$ cat src/rtl/serial_add_ctrl_if.sv
// Request/result bundle between a requesting datapath and serial_add_ctrl.
// Optional macro SERIAL_ADD_SUB_EN adds the 'sub' request bit.
interface serial_add_ctrl_if #(
  parameter int WIDTH = 4
) ();
  logic             start;
  logic [WIDTH-1:0] a;
  logic [WIDTH-1:0] b;
  logic             cin;
`ifdef SERIAL_ADD_SUB_EN
  logic             sub;
`endif
  logic             busy;
  logic             done;
  logic [WIDTH-1:0] sum;
  logic             cout;

`ifdef SERIAL_ADD_SUB_EN
  modport master (output start, a, b, cin, sub, input busy, done, sum, cout);
  modport slave  (input start, a, b, cin, sub, output busy, done, sum, cout);
`else
  modport master (output start, a, b, cin, input busy, done, sum, cout);
  modport slave  (input start, a, b, cin, output busy, done, sum, cout);
`endif
endinterface

$ cat src/rtl/serial_add_ctrl.sv
// Bit-serial adder controller time-sharing one external full-adder cell, LSB first.
// Optional macro SERIAL_ADD_SUB_EN enables subtraction via bus.sub (a - b).
module serial_add_ctrl #(
  parameter int WIDTH = 4
) (
  input  logic              clk,
  input  logic              reset,
  serial_add_ctrl_if.slave  bus,
  output logic              fa_op1,
  output logic              fa_op2,
  output logic              fa_op3,
  input  logic              fa_sum,
  input  logic              fa_carry
);
  localparam int CW = (WIDTH > 1) ? $clog2(WIDTH) : 1;
  localparam logic [CW-1:0] LAST = CW'(WIDTH - 1);

  typedef enum logic [1:0] {IDLE, RUN, DONE} state_t;

  state_t           r_state;
  logic [WIDTH-1:0] r_a;
  logic [WIDTH-1:0] r_b;
  logic             r_carry;
  logic [CW-1:0]    r_cnt;
  logic [WIDTH-1:0] r_sum;
  logic             r_cout;
  logic             r_busy;
  logic             r_done;

  logic [WIDTH-1:0] w_b_in;
  logic             w_carry_in;

  // Subtraction is a + ~b + 1; cout=1 then means no borrow.
`ifdef SERIAL_ADD_SUB_EN
  assign w_b_in     = bus.sub ? ~bus.b : bus.b;
  assign w_carry_in = bus.sub ? 1'b1 : bus.cin;
`else
  assign w_b_in     = bus.b;
  assign w_carry_in = bus.cin;
`endif

  always_ff @(posedge clk) begin
    if (reset) begin
      r_state <= IDLE;
      r_a     <= '0;
      r_b     <= '0;
      r_carry <= 1'b0;
      r_cnt   <= '0;
      r_sum   <= '0;
      r_cout  <= 1'b0;
      r_busy  <= 1'b0;
      r_done  <= 1'b0;
    end else begin
      case (r_state)
        IDLE: begin
          r_done <= 1'b0;
          if (bus.start) begin
            r_a     <= bus.a;
            r_b     <= w_b_in;
            r_carry <= w_carry_in;
            r_cnt   <= '0;
            r_busy  <= 1'b1;
            r_state <= RUN;
          end
        end
        RUN: begin
          r_sum[r_cnt] <= fa_sum;
          r_carry      <= fa_carry;
          r_cnt        <= r_cnt + 1'b1;
          if (r_cnt == LAST) begin
            r_cout  <= fa_carry;
            r_busy  <= 1'b0;
            r_done  <= 1'b1;
            r_state <= DONE;
          end
        end
        DONE: begin
          r_done  <= 1'b0;
          r_state <= IDLE;
        end
        default: begin
          r_busy  <= 1'b0;
          r_done  <= 1'b0;
          r_state <= IDLE;
        end
      endcase
    end
  end

  // The shared adder only sees live operands while RUN; otherwise it idles at zero.
  always_comb begin
    fa_op1 = 1'b0;
    fa_op2 = 1'b0;
    fa_op3 = 1'b0;
    if (r_state == RUN) begin
      fa_op1 = r_a[r_cnt];
      fa_op2 = r_b[r_cnt];
      fa_op3 = r_carry;
    end
  end

  assign bus.busy = r_busy;
  assign bus.done = r_done;
  assign bus.sum  = r_sum;
  assign bus.cout = r_cout;
endmodule
$ cat src/flat_wrapper.sv
// flat-port wrapper written by rule: the top's interface ports become plain ports
module serial_add_ctrl_flat 
#(
  parameter int WIDTH = 4
)
  (clk, reset, fa_op1, fa_op2, fa_op3, fa_sum, fa_carry, bus_start, bus_a, bus_b, bus_cin, bus_busy, bus_done, bus_sum, bus_cout);
  serial_add_ctrl_if #(.WIDTH(WIDTH)) bus_i ();
  input  logic clk;
  input  logic reset;
  output logic fa_op1;
  output logic fa_op2;
  output logic fa_op3;
  input  logic fa_sum;
  input  logic fa_carry;
  input wire logic [$bits(bus_i.start)-1:0] bus_start;
  input wire logic [$bits(bus_i.a)-1:0] bus_a;
  input wire logic [$bits(bus_i.b)-1:0] bus_b;
  input wire logic [$bits(bus_i.cin)-1:0] bus_cin;
  output wire logic [$bits(bus_i.busy)-1:0] bus_busy;
  output wire logic [$bits(bus_i.done)-1:0] bus_done;
  output wire logic [$bits(bus_i.sum)-1:0] bus_sum;
  output wire logic [$bits(bus_i.cout)-1:0] bus_cout;
  assign bus_i.start = bus_start;
  assign bus_i.a = bus_a;
  assign bus_i.b = bus_b;
  assign bus_i.cin = bus_cin;
  assign bus_busy = bus_i.busy;
  assign bus_done = bus_i.done;
  assign bus_sum = bus_i.sum;
  assign bus_cout = bus_i.cout;
  serial_add_ctrl #(.WIDTH(WIDTH)) u_core (.clk(clk), .reset(reset), .bus(bus_i), .fa_op1(fa_op1), .fa_op2(fa_op2), .fa_op3(fa_op3), .fa_sum(fa_sum), .fa_carry(fa_carry));
endmodule
$ cat config.mk
export PLATFORM = sky130hd
export DESIGN_NAME = serial_add_ctrl_flat
export DESIGN_NICKNAME = d
export VERILOG_FILES = /design/src/rtl/serial_add_ctrl_if.sv /design/src/rtl/serial_add_ctrl.sv /design/src/flat_wrapper.sv
export SDC_FILE = /design/constraint.sdc
export NUM_CORES = 1
export LEC_CHECK = 0
export ABC_AREA = 1
export CORE_MARGIN = 3
export CORE_UTILIZATION = 45
export DETAILED_ROUTE_END_ITERATION = 6
export PLACE_DENSITY = 0.8
export REMOVE_ABC_BUFFERS = 1
export SLEW_MARGIN = 0
export SYNTH_ARGS = -nofsm -noshare
export SYNTH_HDL_FRONTEND = slang
export SYNTH_SLANG_ARGS = --single-unit
$ cat constraint.sdc
create_clock -name clk -period 2.5 [get_ports clk]
set_input_delay 0.5 -clock clk [delete_from_list [all_inputs] [get_ports clk]]
set_output_delay 0.5 -clock clk [all_outputs]
set_load 0.02 [all_outputs]
==> results of run 1 <==
==> worst max-delay path by stage <==
stage	from	end
after floorplan	u_core.r_cnt[0]	fa_op1
after global placement	u_core.r_cnt[0]	fa_op2
after detailed placement	u_core.r_cnt[0]	fa_op2
after CTS	u_core.r_cnt[0]	fa_op2
after global routing	u_core.r_cnt[0]	fa_op2
final	u_core.r_cnt[0]	fa_op2
==> state kept, by name, indices dropped and copies added (netlist names) <==
register and count:
u_core.bus.busy 1, u_core.bus.cout 1, u_core.bus.done 1, u_core.bus.sum 4, u_core.r_a 4, u_core.r_b 4, u_core.r_carry 1, u_core.r_cnt 2
u_core.r_state 2
==> cell type report <==
type | instances | area (um2)
Sequential cell | 20 | 400.4
Tap cell | 25 | 31.28
Fill cell | 158 | 649.4
Inverter | 7 | 26.28
Clock buffer | 3 | 22.52
Timing Repair Buffer | 23 | 230.2
Multi-Input combinational cell | 93 | 422.9
==> worst max-delay path, stage by stage, from the launching register on <==
cell and delay (ps):
dfxtp_1 400, inv_1 190, nand2_1 70, nand2_1 60
nand2_1 40, a21oi_1 140, clkdlybuf4s50_1 620
==> through the flow <==
step	hold WS, ps	area [um2]	total power [mW]
finish	462.7	1134	0.6046
global route	480.8	1134	0.6400
CTS	464.8	1134	0.6104
detailed placement	448.9	1111	0.4645
global placement	446.0	1111	0.4604
floorplan	454.9	849.6	0.4150
==> cell usage in the layout, fill, tap and decap left out <==
cell type and instances:
nand2_1 33, nor2_1 27, clkdlybuf4s50_1 23, dfxtp_1 20, o21ai_0 11, a21oi_1 8
inv_1 6, nand3_1 6, ha_1 4, clkbuf_4 3, nor2_2 2, inv_2 1
o21ai_1 1, nor3_1 1
==> kinds of logic (layout without fill, tap and decap cells) <==
group / Yosys count / after routing / synth area share
compound gates: 20 / 20 / 0.1141
fa+ha+maj: 4 / 4 / 0.05706
buf+inv: 10 / 33 / 0.06133
flops: 20 / 20 / 0.4565
simple gates: 69 / 69 / 0.3110
==> report_power, final <==
part / switching (mW) / leakage (nW) / internal, mW
clock network: 0.0923 / 0.0138 / 0.0561
logic: 0.0567 / 0.286 / 0.0483
registers: 0.0140 / 0.164 / 0.337
total: 0.163 / 0.464 / 0.442
==> metal layers <==
| layer | up-vias | share of wire |
|---|---|---|
| met2 | 12 | 0.49 |
| met5 | - | 0 |
| met1 | 380 | 0.46 |
| met3 | 4 | 0.032 |
| met4 | 0 | 0.017 |
| li1 | 435 | - |
==> impl_metrics.env, run 1 <==
export IMPL_post_route_cells_drive_above_1_share=0.04110
export IMPL_maximum_number_of_pins_on_one_net_before_global_route_repair=15
export IMPL_static_leakage_nw=0.4640
export IMPL_netlist_area_um2=877.1
export IMPL_post_synth_top_count_cell="nand2_1"
export IMPL_path_class="reg -> out"
export IMPL_cts_root_buf="clkbuf_4"
export IMPL_routed_via_density=4.860
export IMPL_placed_cells_incl_taps=168
export IMPL_count_of_antenna_violating_nets_left_after_detailed_routing=0
export IMPL_ctsLongestPathBuffers=2
export IMPL_wire_length_of_the_first_global_routing_pass_um=3270
export IMPL_synth_edff_count=0
export IMPL_clock_skew_final_ps=7.229
export IMPL_worst_hold_startpoint="u_core.bus.sum[0]"
export IMPL_critPathLaunchType="register"
export IMPL_design_core_area_um2=1783
export IMPL_grt_setup_unrepaired="no"
export IMPL_dieWidth_um=50.15
export IMPL_dpl_hpwl_um=1425
export IMPL_cts_repair_timing_setup_buffer_count=0
export IMPL_final_period_utilization=0.9317
export IMPL_powerDensity_nw_per_um2=533.4
export IMPL_min_delay_worst_endpoint="u_core.bus.sum[0]"
export IMPL_hold_class="reg -> reg"
export IMPL_cp_end_kind="primary output"
export IMPL_drc=0
export IMPL_cts_htree_levels=1
export IMPL_max_slew_margin_rel=0.7242
export IMPL_worst_path_max_fanout=9
export IMPL_setup_tns_ps=0
export IMPL_final_min_clock_period_ps=2329
export IMPL_final_replace_weighted_congestion=0.8208
export IMPL_std_cell_rows=15
export IMPL_cp_data_arrival_time_ps=1830
export IMPL_clock_fmax_mhz=429.3
export IMPL_num_vias=831
export IMPL_dp_slack_ps=509.7
export IMPL_drv_slew=0
export IMPL_sequential_fraction_of_the_synthesis_area=0.4565
export IMPL_instances_no_fill=171
export IMPL_vdd_drop_max_v=0.0003079
export IMPL_grt_total_usage=0.1678
export IMPL_io_buf_count=23
export IMPL_worst_r2r_path_depth=6
export IMPL_timing_reg2reg_setup_slack_ps=1170
export IMPL_finalNetCount=166
export IMPL_cts_sink_count=20
export IMPL_postRouteWirelength_um=1838
export IMPL_drv_max_cap_violation_count=0
export IMPL_n_antenna_cell=0
export IMPL_worst_hold_path_cells=2
export IMPL_synth_ff_latch_count=20
export IMPL_worst_skew_pair_late_latency_ps=290
export IMPL_synthesis_area_per_instance_um2=7.131
export IMPL_synth_ff_type="dfxtp_1"
export IMPL_async_flop_share=0
export IMPL_fp_dieH_um=50.15
export IMPL_netlist_top_cell_by_area="dfxtp_1"
export IMPL_first_pass_iters=4
export IMPL_synth_top_cells_by_count="33 x nand2_1, 27 x nor2_1, 20 x dfxtp_1"
export IMPL_ys_types=14
export IMPL_met2_usage=0.2761
export IMPL_area_growth_from_synthesis_to_layout_pct=29.24
export IMPL_grt_met1_usage=0.2089
export IMPL_top_usage_layer_grt="met2"
export IMPL_synth_yosys_warnings=0
export IMPL_boundaryPins=24
export IMPL_design_die_area_um2=2515
export IMPL_dr_first_iter_drc_count=12
export IMPL_initial_core_util=0.4919
export IMPL_critical_path_reg2reg_endpoint="u_core.bus.cout"
export IMPL_r2r_start="u_core.r_state[0]"
export IMPL_total_setup_violations_reported_at_the_end_of_the_flow=0
export IMPL_netlist_instances=123
export IMPL_hold_viol=0
export IMPL_detail_route_wl_per_cell_um=10.75
export IMPL_worst_slew_pin_slew_ps=413.2
export IMPL_cts_clk_slew_worst_paths_ps=110
export IMPL_globalRouteMet3Util=0.02967
export IMPL_vias_in_the_first_global_route=771
export IMPL_remaining_overflow_grt=0
export IMPL_cts_buffers_inserted=3
export IMPL_initial_antenna_violation_count=0
export IMPL_finalCoreUtilization=0.6358
export IMPL_tritoncts="done"
export IMPL_post_synth_top_area_fraction=0.4565
export IMPL_netlist_top_cells_area="dfxtp_1 46%, nand2_1 14%, nor2_1 12%, o21ai_0 6.3%, ha_1 5.7%"
export IMPL_setup_ws_ps=170.7
export IMPL_cts_hold_buf=0
export IMPL_cts_resized_gates=0
export IMPL_status="completed"
export IMPL_worst_ep_required_time_ps=2000
No activity file was read; power rests on OpenSTA's default activity.
==> inputs of run 2 (changes only) <==
--- a/config.mk
+++ b/config.mk
@@ -8,6 +8,7 @@
 export ABC_AREA = 1
 export CORE_MARGIN = 3
 export CORE_UTILIZATION = 45
+export CTS_CLUSTER_SIZE = 20
 export DETAILED_ROUTE_END_ITERATION = 6
 export PLACE_DENSITY = 0.8
 export REMOVE_ABC_BUFFERS = 1
==> results of run 2 <==
No change in the layout: final DEF, timing and power equal those of run 1.
